==> config.mk <==
export PLATFORM = sky130hd
export DESIGN_NAME = seg_capture_decoder
export DESIGN_NICKNAME = d
export VERILOG_FILES = /design/src/rtl/seg_pkg.sv /design/src/rtl/seg_glyph_decode.sv /design/src/rtl/seg_capture_decoder.sv
export SDC_FILE = /design/constraint.sdc
export NUM_CORES = 1
export LEC_CHECK = 0
export ABC_AREA = 1
export BUFFER_PORTS_ARGS = -buffer_cell sky130_fd_sc_hd__buf_4
export CAP_MARGIN = 20
export CELL_PAD_IN_SITES_DETAIL_PLACEMENT = 1
export CELL_PAD_IN_SITES_GLOBAL_PLACEMENT = 1
export CORE_MARGIN = 8
export CORE_UTILIZATION = 42
export DETAILED_ROUTE_END_ITERATION = 7
export GPL_ROUTABILITY_DRIVEN = 0
export PLACE_DENSITY = 0.94
export SYNTH_ARGS = -nofsm -noshare
export SYNTH_HDL_FRONTEND = slang
export SYNTH_SLANG_ARGS = --single-unit
==> constraint.sdc <==
create_clock -name clk -period 3 [get_ports clk]
set_input_delay 0.45 -clock clk [delete_from_list [all_inputs] [get_ports clk]]
set_output_delay 0.45 -clock clk [all_outputs]
set_load 0.005 [all_outputs]
==> src/rtl/seg_pkg.sv <==
// Shared seven-segment definitions: active-low glyph codes (GFEDCBA),
// decimal-point bit position and the capture FSM state type.
package seg_pkg;

   localparam logic [6:0] SEG_0     = 7'h40;
   localparam logic [6:0] SEG_1     = 7'h79;
   localparam logic [6:0] SEG_2     = 7'h24;
   localparam logic [6:0] SEG_3     = 7'h30;
   localparam logic [6:0] SEG_4     = 7'h19;
   localparam logic [6:0] SEG_5     = 7'h12;
   localparam logic [6:0] SEG_6     = 7'h02;
   localparam logic [6:0] SEG_7     = 7'h78;
   localparam logic [6:0] SEG_8     = 7'h00;
   localparam logic [6:0] SEG_9     = 7'h10;
   localparam logic [6:0] SEG_A     = 7'h08;
   localparam logic [6:0] SEG_B     = 7'h03;
   localparam logic [6:0] SEG_C     = 7'h46;
   localparam logic [6:0] SEG_D     = 7'h21;
   localparam logic [6:0] SEG_E     = 7'h06;
   localparam logic [6:0] SEG_F     = 7'h0E;
   localparam logic [6:0] SEG_BLANK = 7'h7F;

   localparam int unsigned DP_BIT = 7;

   typedef enum logic [1:0] {
      S_IDLE,
      S_TRACK,
      S_HELD
   } state_e;

endpackage

==> src/rtl/seg_glyph_decode.sv <==
// Combinational glyph decoder: active-low GFEDCBA pattern to hex value,
// with flags for the blank pattern and for unrecognised patterns.
module seg_glyph_decode
   import seg_pkg::*;
(
   input  logic [6:0] seg_n,
   output logic [3:0] value,
   output logic       is_blank,
   output logic       is_err
);

   // Map each legal glyph to its value; anything else is an error.
   always_comb begin
      value    = '0;
      is_blank = 1'b0;
      is_err   = 1'b0;
      case (seg_n)
         SEG_0:     value = 4'h0;
         SEG_1:     value = 4'h1;
         SEG_2:     value = 4'h2;
         SEG_3:     value = 4'h3;
         SEG_4:     value = 4'h4;
         SEG_5:     value = 4'h5;
         SEG_6:     value = 4'h6;
         SEG_7:     value = 4'h7;
         SEG_8:     value = 4'h8;
         SEG_9:     value = 4'h9;
         SEG_A:     value = 4'hA;
         SEG_B:     value = 4'hB;
         SEG_C:     value = 4'hC;
         SEG_D:     value = 4'hD;
         SEG_E:     value = 4'hE;
         SEG_F:     value = 4'hF;
         SEG_BLANK: is_blank = 1'b1;
         default:   is_err = 1'b1;
      endcase
   end

endmodule

==> src/rtl/seg_capture_decoder.sv <==
// Samples a multiplexed active-low seven-segment bus, waits for a
// (segment, anode) pattern to be stable, then decodes it into per-digit
// hex value, validity and decimal-point registers.
module seg_capture_decoder
   import seg_pkg::*;
#(
   parameter int unsigned STABLE_CYCLES = 4,
   parameter int unsigned DIGITS        = 4
) (
   input  logic                  clk,
   input  logic                  rst,
   input  logic [7:0]            seg_n,
   input  logic [DIGITS-1:0]     an_n,
   output logic [4*DIGITS-1:0]   digits,
   output logic [DIGITS-1:0]     digit_valid,
   output logic [DIGITS-1:0]     dp,
   output logic                  cap_stb,
   output logic [1:0]            cap_idx,
   output logic                  cap_err
);

   localparam logic [3:0] STABLE_CNT = 4'(STABLE_CYCLES);

   state_e                state_q, state_d;
   logic [3:0]            cnt_q, cnt_d;
   logic [7:0]            seg_q, seg_d;
   logic [DIGITS-1:0]     an_q, an_d;
   logic [4*DIGITS-1:0]   digits_q, digits_d;
   logic [DIGITS-1:0]     digit_valid_q, digit_valid_d;
   logic [DIGITS-1:0]     dp_q, dp_d;
   logic                  cap_stb_q, cap_stb_d;
   logic [1:0]            cap_idx_q, cap_idx_d;
   logic                  cap_err_q, cap_err_d;

   logic [1:0]            an_idx;
   logic                  in_valid;
   logic                  in_change;
   logic                  capture;
   logic [3:0]            glyph_val;
   logic                  glyph_blank;
   logic                  glyph_err;

   seg_glyph_decode u_glyph (
      .seg_n    (seg_q[6:0]),
      .value    (glyph_val),
      .is_blank (glyph_blank),
      .is_err   (glyph_err)
   );

   // Digit index of the registered sample's active anode.
   always_comb begin
      an_idx = '0;
      for (int unsigned i = 0; i < DIGITS; i++) begin
         if (!an_q[i]) an_idx = i[1:0];
      end
   end

   // Next-state logic: stability tracking, FSM and capture updates.
   // Change detection compares the incoming bus with the held sample, so
   // cnt_q/state_q always describe the sample currently in seg_q/an_q and
   // the capture decision never depends on the bus at the capture edge.
   always_comb begin
      seg_d         = seg_n;
      an_d          = an_n;
      state_d       = state_q;
      cnt_d         = cnt_q;
      digits_d      = digits_q;
      digit_valid_d = digit_valid_q;
      dp_d          = dp_q;
      cap_stb_d     = 1'b0;
      cap_idx_d     = cap_idx_q;
      cap_err_d     = cap_err_q;

      in_valid  = $onehot(~an_n);
      in_change = ({seg_n, an_n} != {seg_q, an_q});
      capture   = (state_q == S_TRACK) && (cnt_q == STABLE_CNT);

      if (!in_valid) begin
         state_d = S_IDLE;
         cnt_d   = '0;
      end else if (in_change) begin
         state_d = S_TRACK;
         cnt_d   = 4'd1;
      end else begin
         case (state_q)
            S_TRACK: begin
               if (capture)                 state_d = S_HELD;
               else if (cnt_q != STABLE_CNT) cnt_d   = cnt_q + 4'd1;
            end
            default: state_d = state_q;
         endcase
      end

      if (capture) begin
         cap_stb_d = 1'b1;
         cap_idx_d = an_idx;
         cap_err_d = glyph_err;
         for (int unsigned i = 0; i < DIGITS; i++) begin
            if (i[1:0] == an_idx) begin
               digits_d[4*i +: 4] = (glyph_blank || glyph_err) ? 4'h0 : glyph_val;
               digit_valid_d[i]   = !(glyph_blank || glyph_err);
               dp_d[i]            = ~seg_q[DP_BIT];
            end
         end
      end
   end

   // State and output registers with synchronous reset.
   always_ff @(posedge clk) begin
      if (rst) begin
         state_q       <= S_IDLE;
         cnt_q         <= '0;
         seg_q         <= '1;
         an_q          <= '1;
         digits_q      <= '0;
         digit_valid_q <= '0;
         dp_q          <= '0;
         cap_stb_q     <= 1'b0;
         cap_idx_q     <= '0;
         cap_err_q     <= 1'b0;
      end else begin
         state_q       <= state_d;
         cnt_q         <= cnt_d;
         seg_q         <= seg_d;
         an_q          <= an_d;
         digits_q      <= digits_d;
         digit_valid_q <= digit_valid_d;
         dp_q          <= dp_d;
         cap_stb_q     <= cap_stb_d;
         cap_idx_q     <= cap_idx_d;
         cap_err_q     <= cap_err_d;
      end
   end

   assign digits      = digits_q;
   assign digit_valid = digit_valid_q;
   assign dp          = dp_q;
   assign cap_stb     = cap_stb_q;
   assign cap_idx     = cap_idx_q;
   assign cap_err     = cap_err_q;

endmodule
==> impl_metrics.yaml, run 1 <==
status:
  status: "finished, final reports clean"
timing:
  post-route-min-period_ns: 1.993
  fin_crit_sh: 0.6643
  slew_violations: 0
  rsz0062_at_grt: "no"
  fmax_ghz: 0.5018
  tightest_slew_ns: 0.6799
  setup_viol: 0
  slew_headroom: 0.5451
  finalHoldViolations: 0
  final.setup_skew_ns: 0.01150
  finalSetupTns_ns: 0
global_routing:
  antenna_found_initial: 0
  grt_max_degree: 25
  grt_usage: 0.1735
  first_global_vias: 2262
  grt_pass1_wl_um: 10730
  grt-ovfl-total: 0
critical_path:
  cp-end-kind: "flop"
  crit_buf_inv: 2
  critPathArrivalTime_ns: 2.22
  start_kind: "input port"
  crit_slowest_cell: "fa_1"
  crit_required_ns: 3.23
  cp_top_family: "adder cells"
  crit_path_max_fanout: 6
  crit_top_cell: "ha_1"
  slowest_delay_ns: 0.53
  cp_cell_sequence: "buf_4 -> fa_1 -> inv_1 -> ha_1 -> ha_1 -> nor2_1 -> nand3_1 -> nor3_1"
  crit_type: "input port to flop"
logic_synthesis:
  synth_seq_cells: 46
  syn_inst: 300
  synthDistinctLibCells: 34
  synth_top_area_frac: 0.4119
  synth_top_family_by_area: "simple AND/OR/NAND/NOR gates"
  yosysTopAreaCell: "dfxtp_1"
  synth.most_common_cell: "nand2_1"
  synth_flop_cell: "dfxtp_1"
  ys_async_sr_fraction: 0
  ys_top_cells_by_area: "dfxtp_1 (41%), nand2_1 (8.2%), inv_1 (6.0%)"
  netlist_area_mm2: 0.002236
  synth-edff-count: 0
  synthAdderAreaFrac: 0.03134
  ys.warnings.count: 0
  syn_avg_cell_area_um2: 7.453
  synth_commonest_cells: "nand2_1 (49), dfxtp_1 (46), inv_1 (36)"
  synthMuxAreaShare: 0.005036
  synth_compound_area_frac: 0.1349
  synth_simple_gate_area_frac: 0.2860
  synth_fp_nets: 319
  synth_xor_area_frac: 0.03525
  synth-seq-area-share: 0.4119
floorplanning:
  die_w_um: 88.96
  die_area_mm2: 0.007914
  start_util: 0.4350
  fp.dieH_um: 88.96
  core_mm2: 0.005140
  io_pins: 42
  fp-row-count: 26
clocking:
  cts_tree: "yes"
  clockBufferDepth: 2
  postCtsHoldBufs: 0
  clkTransAtPathRegs_ns: 0.10
  root_buffer: "clkbuf_8"
  cts_buffers: 5
  cts-resized-gates: 0
  clk_latency_ns: 0.31
  h-tree-depth: 2
  clock_sinks: 46
  cts_setup_buffers: 0
finish:
  drive_gt1_frac: 0.2456
  n_fill_cell: 699
  synthToLayoutAreaGrowth_pct: 22.22
  finalInstanceArea_mm2: 0.002733
  layout.nets: 360
  antenna_cells: 0
  final_cell_count_no_fill: 412
pwr:
  power.internal_mw: 1.020
  switching_share: 0.2350
  clock_power_share: 0.438
  seqPwrFrac: 0.480
  vdd_drop_max_mv: 0.2312
  power_leakage_nw: 1.362
  fin_total_pwr_mw: 1.333
  comb_power_share: 0.083
  p_sw_uw: 313.2
  p_per_area_mw_per_mm2: 487.8
drt:
  vias_per_cell: 5.068
  ant_nets: 0
  dr.first_iter.drc_count: 142
  drc_errors: 0
  wl_um: 6471
  num_vias: 2088
  first_pass_iters: 4
  wl_per_cell_um: 15.71
min_path:
  hold_class: "input port to flop"
placed_design:
  hpwl_um: 4891
  dpl_cell_area_mm2: 0.002590
  portBuffers: 41
  dp_cells: 404
run:
  drv_cap: 0
cell families (layout without fill, tap and decap cells):
logic type / Yosys count / after routing
and+or+nand+nor: 134 / 134
adders and majority gates: 5 / 5
buffers and inverters: 52 / 94
xor gates and xnor gates: 9 / 9
AOI/OAI and AO/OA: 53 / 53
DFF: 46 / 46
muxes: 1 / 1
sequential cells by signal, indices dropped and copies added (netlist names):
name	count
state_q	2
cap_stb	1
seg_q	8
cap_idx	2
an_q	4
digit_valid	4
cap_err	1
dp	4
cnt_q	4
digits	16
layer usage:
metal | share of wire | GRT usage | routed length, um
met5 | 0 | 0 | 0
met1 | 0.46 | 0.2023 | 3003
met4 | 0.013 | 0.04834 | 82
met2 | 0.48 | 0.3053 | 3107
met3 | 0.043 | 0.04412 | 278
final cells by class:
type,instances,area [um2],area share
well taps,70,87.58,0.03205
clock buffers,6,82.58,0.03022
flip-flops and latches,46,920.9,0.3370
repair buffers,42,315.3,0.1154
multi-input cells,202,1101,0.4029
inverters,44,165.2,0.06044
clock inverters,2,60.06,0.02198
worst reg2reg max path: cells and delay by family, from the launching register on:
| kind | cells | cell delay, ns |
|---|---|---|
| simple gates | 4 | 0.85 |
| flops | 1 | 0.35 |
| compound gates | 1 | 0.18 |
| buf+inv | 3 | 0.28 |
| fa+ha+maj | 1 | 0.17 |
cells in the final DEF, fill, tap and decap left out:
master,instances
bufinv_16,2
a211oi_2,1
a211oi_1,1
nor2_2,8
nor3_2,1
nand3_2,1
o21ai_0,15
ha_1,4
dfxtp_1,46
clkbuf_8,6
or2_2,6
o21ai_1,9
a21oi_1,17
nand4_1,4
mux2_2,1
nand2_2,2
nand3_1,15
nand4_2,2
o21a_1,7
inv_2,8
nor3_1,5
o21bai_1,2
xnor2_1,2
buf_4,42
nor2_1,35
xor2_1,7
and3_1,1
nand2_1,49
and2_1,1
fa_1,1
nor2_4,3
inv_1,36
a21oi_2,1
nor3b_1,1
final timing paths:
kind / to / cells after the start / startpoint / slack, ns
hold reg to reg: state_q[1] / 2 / state_q[1] / 0.54
hold / removal: seg_q[2] / 3 / seg_n[2] / 0.33
setup reg to reg: digits[14] / 9 / cnt_q[0] / 1.09
setup / recovery: state_q[1] / 8 / an_n[0] / 1.01
metrics by stage:
stage | util | hold WS, ns | worst slack [ns]
finish | 0.5316 | 0.3275 | 1.007
global route | 0.5316 | 0.3302 | 0.8148
CTS | 0.5316 | 0.3327 | 1.003
detailed placement | 0.5039 | 0.5152 | 0.7739
global placement | 0.5039 | 0.4930 | 0.8446
floorplan | - | 0.4711 | 1.059
power by group through the flow:
stage          clock [mW]  sequential, mW  combinational (mW)
3_5_place_dp            0           0.653               0.106
4_1_cts             0.586           0.639               0.111
3_3_place_gp            0           0.652              0.0992
5_1_grt             0.613           0.642               0.124
2_1_floorplan           0           0.646              0.0728
6_report            0.584           0.639               0.110
Power figures use the tool's default switching activity.
==> run 2, diff against run 1 <==
- CORE_UTILIZATION: 42 -> 39
- PLACE_DENSITY: 0.94 -> 0.89
- clock period: 3 -> 2.1 ns (I/O delays scaled with it)
==> run 2 against run 1 <==
Against the previous run:
- flip-flop and latch count unchanged
- first-iteration DRC count decreased by 31%
- via count about the same
- sequential share of layout area increased by 0.25 points
- die area increased by 6.3%
- power increased by 31%
- count of clock-buffer cells in the layout unchanged
- cell count increased by 0.49%
- largest cell class unchanged
- highest routed layer unchanged
==> impl_metrics.yaml, run 2 (synthesis gave the netlist of run 1 again) <==
clocking:
  clkTransAtPathRegs_ns: 0.09
  clock_sinks: 46
  postCtsHoldBufs: 0
  cts_buffers: 5
  cts_setup_buffers: 0
  cts-resized-gates: 0
  cts_tree: "yes"
  h-tree-depth: 2
  clk_latency_ns: 0.30
  root_buffer: "clkbuf_8"
  clockBufferDepth: 2
floorplanning:
  core_mm2: 0.005507
  fp-row-count: 27
  fp.dieH_um: 91.72
  die_area_mm2: 0.008412
  start_util: 0.4060
  io_pins: 42
  die_w_um: 91.72
global_routing:
  antenna_found_initial: 0
  grt_pass1_wl_um: 10720
  grt_usage: 0.1548
  grt_max_degree: 23
  first_global_vias: 2267
  grt-ovfl-total: 0
critical_path:
  cp-end-kind: "flop"
  crit_type: "input port to flop"
  critPathArrivalTime_ns: 2.01
  crit_path_max_fanout: 6
  crit_required_ns: 2.32
  start_kind: "input port"
run:
  drv_cap: 0
timing:
  final.setup_skew_ns: 0.009640
  rsz0062_at_grt: "no"
  slew_violations: 0
  setup_ws_ns: 0.3059
  fin_crit_sh: 0.8543
  post-route-min-period_ns: 1.794
  fmax_ghz: 0.5574
  finalHoldViolations: 0
  slew_headroom: 0.7025
  tightest_slew_ns: 0.4454
  setup_viol: 0
finish:
  drive_gt1_frac: 0.2456
  fin_util: 0.4926
  mostFrequentLayoutCells: "nand2_1 (49), dfxtp_1 (46), buf_4 (43), inv_1 (36), nor2_1 (35)"
  antenna_cells: 0
  finalInstanceArea_mm2: 0.002713
  layout.nets: 361
  synthToLayoutAreaGrowth_pct: 21.32
  final_common_cell: "nand2_1"
  largest_reg_flops: 16
  n_fill_cell: 709
pwr:
  vdd_drop_max_mv: 0.2810
  power_leakage_nw: 1.353
  p_per_area_mw_per_mm2: 645.2
  fin_total_pwr_mw: 1.750
drt:
  first_pass_iters: 4
  wl_per_cell_um: 15.28
  dr.first_iter.drc_count: 98
  wl_um: 6326
  drc_errors: 0
  num_vias: 2087
  ant_nets: 0
  vias_per_cell: 5.041
status:
  status: "finished, final reports clean"
min_path:
  hold_class: "input port to flop"
placed_design:
  hpwl_um: 4888
  dpl_cell_area_mm2: 0.002600
  portBuffers: 41
  place_ws_ns: -0.01579
[run 2: changes by cell type in the layout (fill, tap and decap cells not counted)]
cell       change
buf_4          +1
bufinv_16      -1
[run 2: layout make-up]
type / instances / area, um2 / area share
Timing Repair Buffer: 43 / 322.8 / 0.1190
Clock buffer: 6 / 82.58 / 0.03044
Multi-Input combinational cell: 202 / 1101 / 0.4059
Clock inverter: 1 / 30.03 / 0.01107
Sequential cell: 46 / 920.9 / 0.3395
Inverter: 44 / 165.2 / 0.06089
Tap cell: 72 / 90.09 / 0.03321
[run 2: per-layer routing]
| metal | wire (um) | vias to the layer above | global-route usage |
|---|---|---|---|
| met2 | 3036 | 50 | 0.2653 |
| li1 | - | 1029 | - |
| met5 | 0 | - | 0 |
| met3 | 296 | 12 | 0.04156 |
| met4 | 87 | 0 | 0.04564 |
| met1 | 2905 | 996 | 0.1849 |
[run 2: final timing paths]
kind                                 start    endpoint  slack (ns)  depth (start not counted)
worst max-delay path               an_n[0]    cnt_q[1]        0.31                          8
worst min-delay path              seg_n[1]    seg_q[1]        0.21                          3
worst max register to register    cnt_q[0]  digits[10]        0.36                         11
worst min register to register  state_q[1]  state_q[1]        0.52                          2
[run 2: metrics by stage]
step                      setup TNS [ns]  cells  hold slack (ns)
after floorplan                        0    300           0.4114
after global placement                 0    407           0.4937
after detailed placement        -0.01579    407           0.5181
after CTS                              0    414           0.2060
after global routing                   0    414           0.2001
final                                  0    414           0.2058
[run 2: critical path: stages]
cell     delay [ns]
buf_4          0.13
fa_1           0.52
inv_1          0.04
ha_1           0.17
ha_1           0.27
nor2_1         0.10
nand3_1        0.20
nor3b_1        0.26
[run 2: report_power, final]
| part | switching, mW | internal, mW |
|---|---|---|
| combinational | 0.0907 | 0.0595 |
| sequential | 0.0254 | 0.888 |
| clock | 0.306 | 0.381 |
==> run 3, diff against run 2 <==
- CORE_ASPECT_RATIO: unset -> 0.5
==> run 3 against run 2 <==
Against the previous run:
- worst setup slack worse by 0.044 ns
- non-clock buffer count up 1
- clock skew down 0.0046 ns
- critical endpoint unchanged
- critical path depth unchanged
- largest cell class unchanged
- combinational power up 6%
- cell count up 0.72%
- highest routed layer unchanged
- global-route usage up 1.2 points
- largest power group is now the clock network
- sequential power about the same
==> impl_metrics.yaml, run 3 (synthesis gave the netlist of run 1 again) <==
critical_path:
  crit_path_max_fanout: 6
  r2r_setup_slack_ns: 0.36
  start_kind: "input port"
  r2r_start: "cnt_q[0]"
  slowest_delay_ns: 0.54
  crit_type: "input port to flop"
  critPathArrivalTime_ns: 2.05
  cp-end-kind: "flop"
  r2r-end: "digits[6]"
  crit_required_ns: 2.31
  crit_slowest_cell: "fa_1"
  reg2reg_depth: 12
  cp_cell_sequence: "buf_4 -> fa_1 -> inv_1 -> ha_1 -> ha_1 -> nor2_1 -> nand3_1 -> nor3b_1"
  crit_top_cell: "ha_1"
clocking:
  postCtsHoldBufs: 0
  cts_buffers: 5
  h-tree-depth: 2
  root_buffer: "clkbuf_16"
  cts-resized-gates: 0
  clock_sinks: 46
  clk_latency_ns: 0.29
  cts_tree: "yes"
  cts_setup_buffers: 0
  clkTransAtPathRegs_ns: 0.07
  clockBufferDepth: 2
floorplanning:
  fp.dieH_um: 69.54
  die_w_um: 123.1
  core_mm2: 0.005515
  fp-row-count: 19
  io_pins: 42
  die_area_mm2: 0.008559
  start_util: 0.4054
finish:
  layout.nets: 362
  finalInstanceArea_mm2: 0.002778
  final_common_cell: "nand2_1"
  antenna_cells: 0
  synthToLayoutAreaGrowth_pct: 24.23
  largest_reg_flops: 16
  mostFrequentLayoutCells: "nand2_1 (49), dfxtp_1 (46), buf_4 (44), inv_1 (36), nor2_1 (35)"
  final_cell_count_no_fill: 417
  drive_gt1_frac: 0.2500
min_path:
  hold_class: "input port to flop"
  hold_depth: 3
  hp-start: "seg_n[2]"
  hold_path_end: "seg_q[2]"
run:
  drv_cap: 0
drt:
  wl_um: 6923
  num_vias: 2148
  dr.first_iter.drc_count: 51
  first_pass_iters: 4
  ant_nets: 0
  vias_per_cell: 5.151
  drc_errors: 0
  wl_per_cell_um: 16.60
timing:
  fmax_ghz: 0.5441
  slew_violations: 0
  final.setup_skew_ns: 0.005071
  setup_viol: 0
  finalHoldViolations: 0
  slew_headroom: 0.7317
  setup_ws_ns: 0.2621
  rsz0062_at_grt: "no"
  tightest_slew_ns: 0.4003
  fin_crit_sh: 0.8752
  post-route-min-period_ns: 1.838
placed_design:
  hpwl_um: 4994
  place_ws_ns: -0.03436
  dpl_cell_area_mm2: 0.002609
  dp_cells: 409
  portBuffers: 41
global_routing:
  grt_pass1_wl_um: 11560
  grt_max_degree: 16
  antenna_found_initial: 0
  grt-ovfl-total: 0
  first_global_vias: 2364
  grt_usage: 0.1672
pwr:
  vdd_drop_max_mv: 0.3364
  p_per_area_mw_per_mm2: 719.9
  power_leakage_nw: 1.385
status:
  status: "finished, final reports clean"
==> run 3: changes by cell type in the layout (fill, tap and decap cells not counted), sizes merged <==
cell and change:
clkbuf -1, buf +1, inv +1, clkinv +1
==> run 3: through the flow <==
| step | power (mW) | TNS, ns | utilization | hold slack, ns |
|---|---|---|---|---|
| after detailed placement | 1.087 | -0.05872 | 0.4730 | 0.5185 |
| after CTS | 2.011 | 0 | 0.5036 | 0.2243 |
| after global routing | 2.070 | 0 | 0.5036 | 0.2293 |
| after floorplan | 1.027 | 0 | - | 0.4114 |
| final | 2.000 | 0 | 0.5036 | 0.2235 |
| after global placement | 1.074 | 0 | 0.4730 | 0.4944 |
==> run 3: worst max-delay path, delay by kind of cell <==
family | cells | cell delay [ns]
adder cells (fa/ha/maj) | 3 | 1.00
buffers and inverters | 2 | 0.18
AND/OR/NAND/NOR | 3 | 0.56
==> run 3: final cells by class <==
type,count,area (um2)
Fill cell,714,2738
Multi-Input combinational cell,202,1101
Sequential cell,46,920.9
Timing Repair Buffer,44,330.3
Inverter,44,165.2
Clock buffer,5,125.1
Tap cell,73,91.34
Clock inverter,3,43.79
==> run 3: worst max-delay path by stage <==
| stage | to | startpoint | cells past startpoint | slack, ns |
|---|---|---|---|---|
| floorplan | cnt_q[1] | an_n[0] | 7 | 0.29 |
| global placement | cnt_q[1] | an_n[0] | 8 | 0.08 |
| detailed placement | cnt_q[1] | an_n[0] | 8 | -0.03 |
| CTS | cnt_q[1] | an_n[0] | 8 | 0.24 |
| global route | digits[9] | cnt_q[0] | 11 | 0.15 |
| finish | cnt_q[1] | an_n[0] | 8 | 0.26 |
==> run 3: per-layer routing <==
layer  share of wire  vias to the layer above  track usage
li1                -                     1037            -
met1            0.44                     1042       0.1833
met2            0.49                       47       0.2966
met3           0.042                       22      0.03899
met4           0.029                        0      0.08079
met5               0                        -            0
==> run 3: power by group <==
group | switching, mW | total, mW | internal, mW
Sequential | 0.0262 | 0.915 | 0.889
Combinational | 0.0974 | 0.159 | 0.0620
Clock | 0.361 | 0.926 | 0.564
Total | 0.485 | 2.00 | 1.51
